--- src/rtl/instr_mem_sync.sv ---
// instr_mem_sync: synchronous, writable instruction memory.
// Byte-addressed fetch port with word storage and one-cycle read latency,
// a byte-strobed program-load write port, and a NOP-fill sweep after reset.
//
// Handshake: a fetch is accepted on any rising edge where req_i=1 and the
// memory is READY; exactly one edge later rvalid_o pulses for one cycle with
// rdata_o/fault_o valid. There is no back-pressure, so a request may be
// issued every cycle. Writes are fire-and-forget; werr_o pulses one cycle
// after a write with a bad address. Both ports ignore requests while busy_o=1.
module instr_mem_sync #(
    parameter int              XLEN   = 32,
    parameter int              DEPTH  = 64,
    parameter int              ADDR_W = 32,
    parameter logic [XLEN-1:0] FILL   = XLEN'(32'h00000013)
) (
    input  logic                clk,
    input  logic                rst_n,
    input  logic                req_i,
    input  logic [ADDR_W-1:0]   addr_i,
    output logic [XLEN-1:0]     rdata_o,
    output logic                rvalid_o,
    output logic                fault_o,
    input  logic                we_i,
    input  logic [ADDR_W-1:0]   waddr_i,
    input  logic [XLEN-1:0]     wdata_i,
    input  logic [XLEN/8-1:0]   wstrb_i,
    output logic                werr_o,
    output logic                busy_o
);

    localparam int IDX_W = $clog2(DEPTH);
    localparam int NB    = XLEN / 8;

    // Byte address limit; one extra bit so 4*DEPTH never wraps.
    localparam logic [ADDR_W:0] LIMIT = (ADDR_W + 1)'(4 * DEPTH);
    localparam logic [IDX_W-1:0] LAST = IDX_W'(DEPTH - 1);

    localparam logic [0:0] S_INIT  = 1'b0;
    localparam logic [0:0] S_READY = 1'b1;

    logic [0:0]       state;
    logic [IDX_W-1:0] cnt;
    logic [XLEN-1:0]  mem [DEPTH];

    logic             rbad;
    logic             wbad;
    logic [IDX_W-1:0] ridx;
    logic [IDX_W-1:0] widx;
    logic             ready;

    assign ready  = (state == S_READY);
    assign busy_o = (state == S_INIT);

    // Misaligned or beyond the last word; full-width compare on the address.
    assign rbad = (addr_i[1:0]  != 2'b00) || ({1'b0, addr_i}  >= LIMIT);
    assign wbad = (waddr_i[1:0] != 2'b00) || ({1'b0, waddr_i} >= LIMIT);
    assign ridx = addr_i[IDX_W+1:2];
    assign widx = waddr_i[IDX_W+1:2];

    // Sweep controller: INIT walks cnt over every word, then stays READY.
    always_ff @(posedge clk) begin
        if (!rst_n) begin
            state <= S_INIT;
            cnt   <= '0;
        end else if (state == S_INIT) begin
            cnt <= cnt + IDX_W'(1);
            if (cnt == LAST) begin
                state <= S_READY;
            end
        end
    end

    // Storage: NOP fill during the sweep, strobed program loads when READY.
    // No reset on the array so it maps onto block RAM.
    always_ff @(posedge clk) begin
        if (rst_n) begin
            if (state == S_INIT) begin
                mem[cnt] <= FILL;
            end else if (we_i && !wbad) begin
                for (int k = 0; k < NB; k++) begin
                    if (wstrb_i[k]) begin
                        mem[widx][8*k +: 8] <= wdata_i[8*k +: 8];
                    end
                end
            end
        end
    end

    // Registered fetch response and write error; the read sees the array
    // before any same-edge write lands (read-first).
    always_ff @(posedge clk) begin
        if (!rst_n) begin
            rdata_o  <= '0;
            rvalid_o <= 1'b0;
            fault_o  <= 1'b0;
            werr_o   <= 1'b0;
        end else begin
            rvalid_o <= ready && req_i;
            fault_o  <= ready && req_i && rbad;
            werr_o   <= ready && we_i && wbad;
            if (ready && req_i) begin
                rdata_o <= rbad ? '0 : mem[ridx];
            end
        end
    end

endmodule

--- config.mk ---
export PLATFORM = sky130hd
export DESIGN_NAME = instr_mem_sync
export DESIGN_NICKNAME = d
export VERILOG_FILES = /design/src/rtl/instr_mem_sync.sv
export SDC_FILE = /design/constraint.sdc
export NUM_CORES = 2
export LEC_CHECK = 0
export CORE_MARGIN = 2
export CORE_UTILIZATION = 50
export CTS_CLUSTER_DIAMETER = 40
export DETAILED_ROUTE_END_ITERATION = 10
export PLACE_DENSITY = 0.77
export SYNTH_ARGS = -nofsm -noshare
export SYNTH_HDL_FRONTEND = slang
export SYNTH_SLANG_ARGS = --single-unit
--- constraint.sdc ---
create_clock -name clk -period 4.12 [get_ports clk]
set_clock_uncertainty 0.2 [all_clocks]
set_input_delay 0.618 -clock clk [delete_from_list [all_inputs] [get_ports clk]]
set_output_delay 0.618 -clock clk [all_outputs]
set_load 0.01 [all_outputs]
==> results.yml <==
power:
  pwr_density_cell_nw_per_um2: 442
  ir_worst_vdd_mv: 0.531
  p_leak_nw: 33.1
synthesis:
  async_reset_ff_share_pct: 0
  yosysMostFrequentCell: "edfxtp_1"
  syn-cell-area_um2: 83600
  synth_cell_types: 63
  synth_top_cell_by_area: "edfxtp_1"
  ys.warnings.count: 0
  synth_seq_cells: 2090
  synth_top_area_share_pct: 73.5
  synth_nets: 4507
  netlist_top_cells_count: "2048 x edfxtp_1, 328 x mux2_2, 300 x mux4_2, 189 x clkbuf_1, 174 x nor3_1"
  synth_cells: 4402
  synth_edf_count: 2048
  seq_area_frac_synth_pct: 74.5
  synth_flop_cell: "edfxtp_1"
  synth.avg_cell_area_um2: 19.0
  synth_area_leaders: "edfxtp_1 74%, mux4_2 8.1%, mux2_2 4.4%, mux2i_1 1.3%, nor3_1 1.0%"
run_status:
  outcome: "finished, final reports clean"
layout:
  drive_above_1_share_pct: 31.8
  layout.nets: 5024
  fillers: 11600
  area.growth.synth_to_final_pct: 17.4
  seqCellArea_um2: 62300
  multi_input_area_um2: 20100
floorplanning:
  core_area_um2: 167000
  dieArea_um2: 171000
  io_pins: 140
  start_util_pct: 50.2
  dieHeight_um: 413
  rows: 150
  die_w_um: 413
critical_path:
  crit_type: "flop to flop"
  worstRegToRegCells: 7
  start_kind: "flop"
  critPathMaxFanout: 8
  end_kind: "flop"
  crit_required_ns: 4.36
  r2r-end: "mem[22][22]"
  reg2reg_slack_ns: 0.40
  r2r_start: "ready"
  arrival_ns: 3.96
timing:
  fin_setup_tns_ns: 0
  rsz0062_at_grt: "false"
  fmax_mhz: 269
  worst_slew_pin_slew_ns: 1.33
  finalHoldViolCount: 0
  fin_crit_ns: 3.72
  timing.final.crit_share_pct: 90.3
  slew_headroom_pct: 10.8
  slew_viol_final: 0
  setup_viol_count_final: 0
  setup_slack_ns: 0.398
grt:
  grt_pass1_wl_um: 318000
  grt_util_all_layers_pct: 25.7
  antenna_found_initial: 9
  grt.met1_usage_pct: 35.0
  grtUsageMet3_pct: 5.57
  grt_pass1_vias: 47000
  grt_max_degree: 72
  gr-usage-met2_pct: 40.4
  top_usage_layer: "met2"
  overflow: 0
route:
  remaining_drc_errors: 0
  routed_via_density: 6.44
  dr_total_vias: 46900
  routedWlPerCell_um: 30.2
  drt_iter0_drc: 6765
  ant_nets: 0
  dr.pass1.iters: 6
  wl_um: 220000
clocking:
  clk_pin_slew_ns: 0.06
  ctsResizeCount: 0
  post-cts-setup-buffers: 0
  cts_max_path_buffers: 3
  cts_hold_buf: 0
  tritoncts: "done"
  clk_latency_ns: 0.83
  cts_buffers: 198
  clock-root-buffer: "clkbuf_16"
  htreeDepth: 4
  cts.sinks: 2090
run:
  cap_violations: 0
place:
  io_buffers: 139
  dp_hpwl_um: 140000
  pre_cts_ws_ns: -0.343
  routabilityCongestion: 0.884
worst_hold_path:
  min_path_type: "input port to flop"
  min_path_cells: 5
  min_from: "addr_i[12]"
  min_to: "fault_o"
==> metrics by stage <==
step                      total power [mW]  util (%)  area (um2)  hold slack, ns  cells
after floorplan                       24.6         -       83600           0.278   4402
after global placement                25.5      55.0       91700           0.344   6921
after detailed placement              25.5      55.0       91700           0.353   6921
after CTS                             43.5      58.9       98200           0.301   7286
after global routing                  44.4      58.9       98200           0.370   7289
final                                 43.4      58.9       98200           0.348   7290
==> kinds of logic (layout without fill, tap and decap cells) <==
group / Yosys count / in the layout / share of synthesized area, %
AO/OA/AOI/OAI: 532 / 532 / 4.47
XOR/XNOR: 4 / 4 / 0.0419
adder cells (fa/ha/maj): 1 / 1 / 0.0150
buffers and inverters: 341 / 1023 / 1.88
flip-flops: 2090 / 2090 / 74.5
multiplexers: 737 / 737 / 13.8
other: 0 / 2 / 0
AND/OR/NAND/NOR: 697 / 697 / 5.24
==> worst max-delay path by stage <==
stage	end	start	cells past startpoint
finish	mem[22][22]	ready	7
global placement	mem[19][16]	waddr_i[1]	7
detailed placement	mem[22][21]	waddr_i[14]	9
CTS	mem[22][21]	ready	7
floorplan	mem[41][16]	waddr_i[27]	7
global route	mem[22][21]	ready	7
==> flip-flops by register name, indices dropped and copies added (netlist names) <==
| name | count |
|---|---|
| werr_o | 1 |
| rdata_o | 32 |
| cnt | 6 |
| fault_o | 1 |
| rvalid_o | 1 |
| ready | 1 |
| mem | 2048 |
==> metal layers <==
layer / up-vias / share of wire (%)
met5: - / 0.022
met4: 8 / 4.3
met3: 518 / 12
met2: 3185 / 47
met1: 24000 / 37
li1: 19200 / -
==> critical path: stages (launching register included) <==
cell     delay [ns]
dfxtp_1        0.60
nand3_2        0.24
nor4_4         0.36
buf_4          0.21
buf_4          0.17
a31oi_4        0.27
buf_4          0.31
nor4_2         0.97
==> layout make-up <==
| cell class | count | area share (%) |
|---|---|---|
| sequential | 2090 | 63.5 |
| multi-input combinational | 1971 | 20.5 |
| timing repair buffer | 651 | 6.55 |
| clock buffer | 252 | 5.40 |
| tap | 2204 | 2.81 |
| clock inverter | 113 | 1.25 |
| inverter | 7 | 0.0268 |
| antenna | 2 | 0.00510 |
==> layout by cell type (no fill, tap or decap), types with 84 or more instances in the layout <==
master and instances:
edfxtp_1 2048, mux4_2 300, clkbuf_16 201, nor4_2 84
o21ai_0 143, nand2_1 126, o22ai_1 94, mux2_2 327
buf_4 415, clkdlybuf4s50_1 134, nor3_1 173, mux2i_1 101
a211oi_1 97, buf_12 95
==> power by group <==
part	total, mW	switching [mW]	internal (mW)
Clock	18.3	7.86	10.5
Combinational	2.02	1.27	0.753
Sequential	23.1	0.0199	23.0
Total	43.4	9.15	34.3
No activity file was read; power rests on OpenSTA's default activity.
